===== src/rtl/wb_result_reporter.sv =====
// ============================================================================
// Module  : wb_result_reporter
// Brief   : Snoops writeback, buffers masked register writes in a FIFO and
//           drains them to the peripheral over a valid/ready handshake.
// Revision: 1.0
// ============================================================================
`default_nettype none

module wb_result_reporter #(
    parameter int          CORE        = 0,
    parameter int          DATA_WIDTH  = 32,
    parameter logic [31:0] REG_MASK    = 32'h03FC0200,
    parameter int          FIFO_DEPTH  = 8,
    parameter int          PTR_BITS    = 3,
    parameter int          FULL_POLICY = 0,
    parameter logic [1:0]  PORT_ID     = 2'b00
) (
    input  logic                  clock,
    input  logic                  reset,
    input  logic                  enable,
    input  logic                  write,
    input  logic [4:0]            write_reg,
    input  logic [DATA_WIDTH-1:0] write_data,
    output logic [1:0]            to_peripheral,
    output logic [1:0]            to_peripheral_core,
    output logic [4:0]            to_peripheral_reg,
    output logic [DATA_WIDTH-1:0] to_peripheral_data,
    output logic                  to_peripheral_valid,
    input  logic                  to_peripheral_ready,
    output logic [PTR_BITS:0]     fifo_count,
    output logic [15:0]           drop_count
);

    localparam logic [PTR_BITS:0] C_DEPTH   = (PTR_BITS+1)'(FIFO_DEPTH);
    localparam logic [1:0]        C_CORE    = 2'(CORE);
    localparam logic [15:0]       C_DROPMAX = 16'hFFFF;

    logic [4:0]            mem_reg  [FIFO_DEPTH];
    logic [DATA_WIDTH-1:0] mem_data [FIFO_DEPTH];

    logic [PTR_BITS-1:0] wr_ptr_q, wr_ptr_d;
    logic [PTR_BITS-1:0] rd_ptr_q, rd_ptr_d;
    logic [PTR_BITS:0]   count_q,  count_d;
    logic [15:0]         drop_q,   drop_d;

    logic w_push, w_pop, w_full, w_valid;
    logic w_do_write, w_do_read, w_drop;

    assign w_valid = (count_q != '0);
    assign w_full  = (count_q == C_DEPTH);
    assign w_push  = enable && write && (write_reg != 5'd0) && REG_MASK[write_reg];
    assign w_pop   = w_valid && to_peripheral_ready;

    // A push into a full FIFO with no pop is a loss; the oldest-discard policy
    // turns it into a write plus a forced read so the newest value survives.
    assign w_drop     = w_push && w_full && !w_pop;
    assign w_do_write = w_push && (!w_full || w_pop || (FULL_POLICY == 1));
    assign w_do_read  = w_pop || (w_drop && (FULL_POLICY == 1));

    always_comb begin
        wr_ptr_d = wr_ptr_q;
        rd_ptr_d = rd_ptr_q;
        count_d  = count_q;
        drop_d   = drop_q;
        if (w_do_write) wr_ptr_d = wr_ptr_q + 1'b1;
        if (w_do_read)  rd_ptr_d = rd_ptr_q + 1'b1;
        if (w_do_write && !w_do_read)      count_d = count_q + 1'b1;
        else if (w_do_read && !w_do_write) count_d = count_q - 1'b1;
        if (w_drop && (drop_q != C_DROPMAX)) drop_d = drop_q + 16'd1;
    end

    always_ff @(posedge clock or negedge reset) begin
        if (!reset) begin
            wr_ptr_q <= '0;
            rd_ptr_q <= '0;
            count_q  <= '0;
            drop_q   <= '0;
        end else begin
            wr_ptr_q <= wr_ptr_d;
            rd_ptr_q <= rd_ptr_d;
            count_q  <= count_d;
            drop_q   <= drop_d;
        end
    end

    always_ff @(posedge clock) begin
        if (w_do_write) begin
            mem_reg[wr_ptr_q]  <= write_reg;
            mem_data[wr_ptr_q] <= write_data;
        end
    end

    // Gated by valid so an empty FIFO presents zeros rather than stale storage.
    assign to_peripheral_reg   = w_valid ? mem_reg[rd_ptr_q]  : 5'd0;
    assign to_peripheral_data  = w_valid ? mem_data[rd_ptr_q] : '0;
    assign to_peripheral_valid = w_valid;
    assign to_peripheral       = PORT_ID;
    assign to_peripheral_core  = C_CORE;
    assign fifo_count          = count_q;
    assign drop_count          = drop_q;

endmodule

`default_nettype wire

===== config.mk =====
export PLATFORM = sky130hd
export DESIGN_NAME = wb_result_reporter
export DESIGN_NICKNAME = d
export VERILOG_FILES = /design/src/rtl/wb_result_reporter.sv
export SDC_FILE = /design/constraint.sdc
export NUM_CORES = 1
export LEC_CHECK = 0
export CORE_ASPECT_RATIO = 1.4
export CORE_MARGIN = 5
export CORE_UTILIZATION = 30
export CTS_CLUSTER_DIAMETER = 60
export DETAILED_ROUTE_END_ITERATION = 16
export DONT_BUFFER_PORTS = 1
export PLACE_DENSITY = 0.52
export SYNTH_ARGS = -nofsm -noshare
export SYNTH_HDL_FRONTEND = slang
export SYNTH_SLANG_ARGS = --single-unit

===== constraint.sdc =====
create_clock -name clock -period 8.89 [get_ports clock]
set_clock_uncertainty 0.1 [all_clocks]
set_input_delay 0.889 -clock clock [delete_from_list [all_inputs] [get_ports clock]]
set_output_delay 0.889 -clock clock [all_outputs]
set_load 0.05 [all_outputs]

==> results by group <==
Place
  • Routability Congestion: 0.718
  • DP HPWL: 15.8 mm
  • # port buffers: 0
  • DP Worst Slack: about 4.8 ns
  • Dpl cells: ~1,100

CTS
  • CTS tree: built
  • CTS sink cnt: 322
  • Clock Latency Late Sink: 0.51 ns
  • Max clock buf depth: 3
  • CTS clk-pin slew, worst paths: around 0.060 ns
  • H-tree depth: 2
  • Clock root cell: clkbuf_16
  • Post-CTS Resized: 0
  • TritonCTS Buffers: 34

Timing
  • Fmax: roughly 220 MHz
  • Worst Tran Pin Value: 1.20 ns
  • Minimum hold slack: 0.0945 ns
  • Slew headroom: around 20%
  • RSZ-0062 raised after global routing: false
  • Final period util: between 50% and 60%
  • Fin crit period: 4.49 ns
  • Final Hold Violating Endpoints: 0
  • Slew Limit Fails: 0
  • Final worst setup slack: 4.40 ns
  • Setup tns final: 0 ns
  • Final setup viols: 0

Yosys
  • Post-synthesis sequential area ratio: 75.5%
  • Synth warn: 0
  • Synth Area per Inst: 21.1 um^2
  • Largest cells by area after synthesis: edfxtp_1, mux4_2, dfrtp_1
  • Post-Synthesis Cells: 600
  • Async set or reset register ratio after synthesis: 8.07%
  • Most area-hungry cell type in the Yosys netlist: edfxtp_1
  • Synthesized flop and latch total: 322
  • EDFF count, synth: a little under 300
  • Synth top area share: 70.3%
  • Ys flop type: edfxtp_1
  • Mapped Area: ~0.013 mm^2
  • Synth unique cells: 39

Final layout
  • Most common cell after layout, fill and taps aside: edfxtp_1
  • Final Non-Filler Cells: 1,196
  • Commonest cells after routing, fill and taps aside: edfxtp_1, mux4_2, nor2_1
  • Largest register FFs: 256
  • Inserted Diodes: 0
  • Area Overhead vs Synth: 14.9%
  • NumNets Final: about 670
  • Fill count: 3,828
  • Share of layout cells above drive strength 1: 25.7%

Global routing
  • First-pass GRT wire length: 40.8 mm
  • Vias in the first global route: 6,471
  • Gr ovfl total: 0
  • All-layer global routing usage: 11.9%
  • Largest net degree at the start of global routing: slightly below 80
  • Initial antenna violation count: 0

Detailed routing
  • WL per Instance: 22.8 um
  • Antenna Violating Nets Remaining: 0
  • Via/cell ratio: 4.77
  • DRT Wirelength: 27.2 mm
  • DRC Markers: 0
  • DRT iter0 DRCs: 270
  • Via count: 5,700
  • Pre-antenna DRT Iters: 4

Worst setup path
  • Buf/Inv on CP: 1
  • Crit start category: flip-flop
  • CP max stage cell: buf_4
  • Worst path max stage delay: 0.93 ns
  • Crit path DAT: 3.50 ns
  • Element type at the critical path end: primary output
  • Critical path type: reg -> out
  • CP delay by family, top: buffers and inverters
  • Max FO, Critical Path: 53
  • CP Data Required Time: around 7.9 ns
  • CP cell instances: buf_4 > mux4_2 > mux2i_1 > nor2_1

Pwr
  • Leakage power: 4.71 nW
  • Worst VDD drop: 0.000255 V
  • Power density cells: 325 mW/mm^2

Flow run
  • Max Cap Viol: 0

Die
  • Die Area: 0.0464 mm^2
  • Boundary Pins: 104
  • Row count: 89
  • Die Wd: roughly 180 um
  • Initial core utilization: 30.1%
  • DIE HEIGHT: approximately 250 um
  • Core footprint: approximately 0.042 mm^2

Min path
  • HP Class: in -> async

Status
  • Outcome: finished, final reports clean
## layout make-up
type | instances | area (um^2) | share of cell area [%]
multi-input combinational | 246 | 2970 | 20.5
sequential | 322 | 9550 | 65.7
clock buffer | 40 | 937 | 6.45
timing repair buffer | 18 | 148 | 1.02
inverter | 2 | 7.51 | 0.0517
tap | 546 | 683 | 4.70
clock inverter | 22 | 225 | 1.55
## per-stage QoR
stage	utilization, %	total power [W]	instance area (um^2)
after global placement	31.8	0.00333	13300
final	34.6	0.00471	14500
after detailed placement	31.8	0.00335	13300
after CTS	34.6	0.00480	14500
after global routing	34.6	0.00494	14500
after floorplan	-	0.00312	12700
## path summary, 6_finish.rpt
check / from / end / slack [ns] / depth (start not counted)
min in group clock: write_data[29] / mem_data[2][29] / 0.37 / 0
min reg2reg: wr_ptr_q[0] / wr_ptr_q[0] / 0.49 / 1
min: reset / fifo_count[2] / 0.09 / 1
max reg2reg: fifo_count[2] / fifo_count[3] / 5.16 / 12
max in group asynchronous: reset / rd_ptr_q[1] / 8.43 / 1
max: rd_ptr_q[0] / to_peripheral_reg[1] / 4.40 / 4
## synthesized netlist by cell type, drive strengths merged (7+ instances only)
master and count:
nand4 7, mux4 74, clkbuf 9, edfxtp 296
dfrtp 26, xnor2 20, mux2i 38, nand3 8
buf 24, nand2 9, and3 7, nor2 41
## per-layer routing
layer	global-route usage (%)	share of wire [%]
met1	13.1	37
met4	3.85	2.3
met5	0	0
met3	3.85	6.8
met2	21.5	54
## repair_timing
| action | in CTS | in global routing |
|---|---|---|
| setup buffers | 0 | 0 |
| hold endpoints to repair | 26 | 0 |
| hold buffers | 1 | 0 |
| endpoints found under the setup margin | 0 | 0 |
## report_power, final
part / leakage, nW / internal [W] / switching (W)
sequential: 3.00 / 0.00171 / 0.000215
combinational: 1.14 / 0.000453 / 0.000905
clock: 0.561 / 0.000875 / 0.000561
## cell families (layout without fill, tap and decap cells)
family	after synthesis	count (layout)	share of synthesized area (%)
muxes	117	117	16.7
buffers and inverters	35	82	1.50
and+or+nand+nor	92	92	3.86
other	1	4	0.0297
AOI/OAI and AO/OA	4	4	0.198
xor gates and xnor gates	22	22	1.52
adders and majority gates	7	7	0.752
DFF	322	322	75.5
Power figures use the tool's default switching activity.
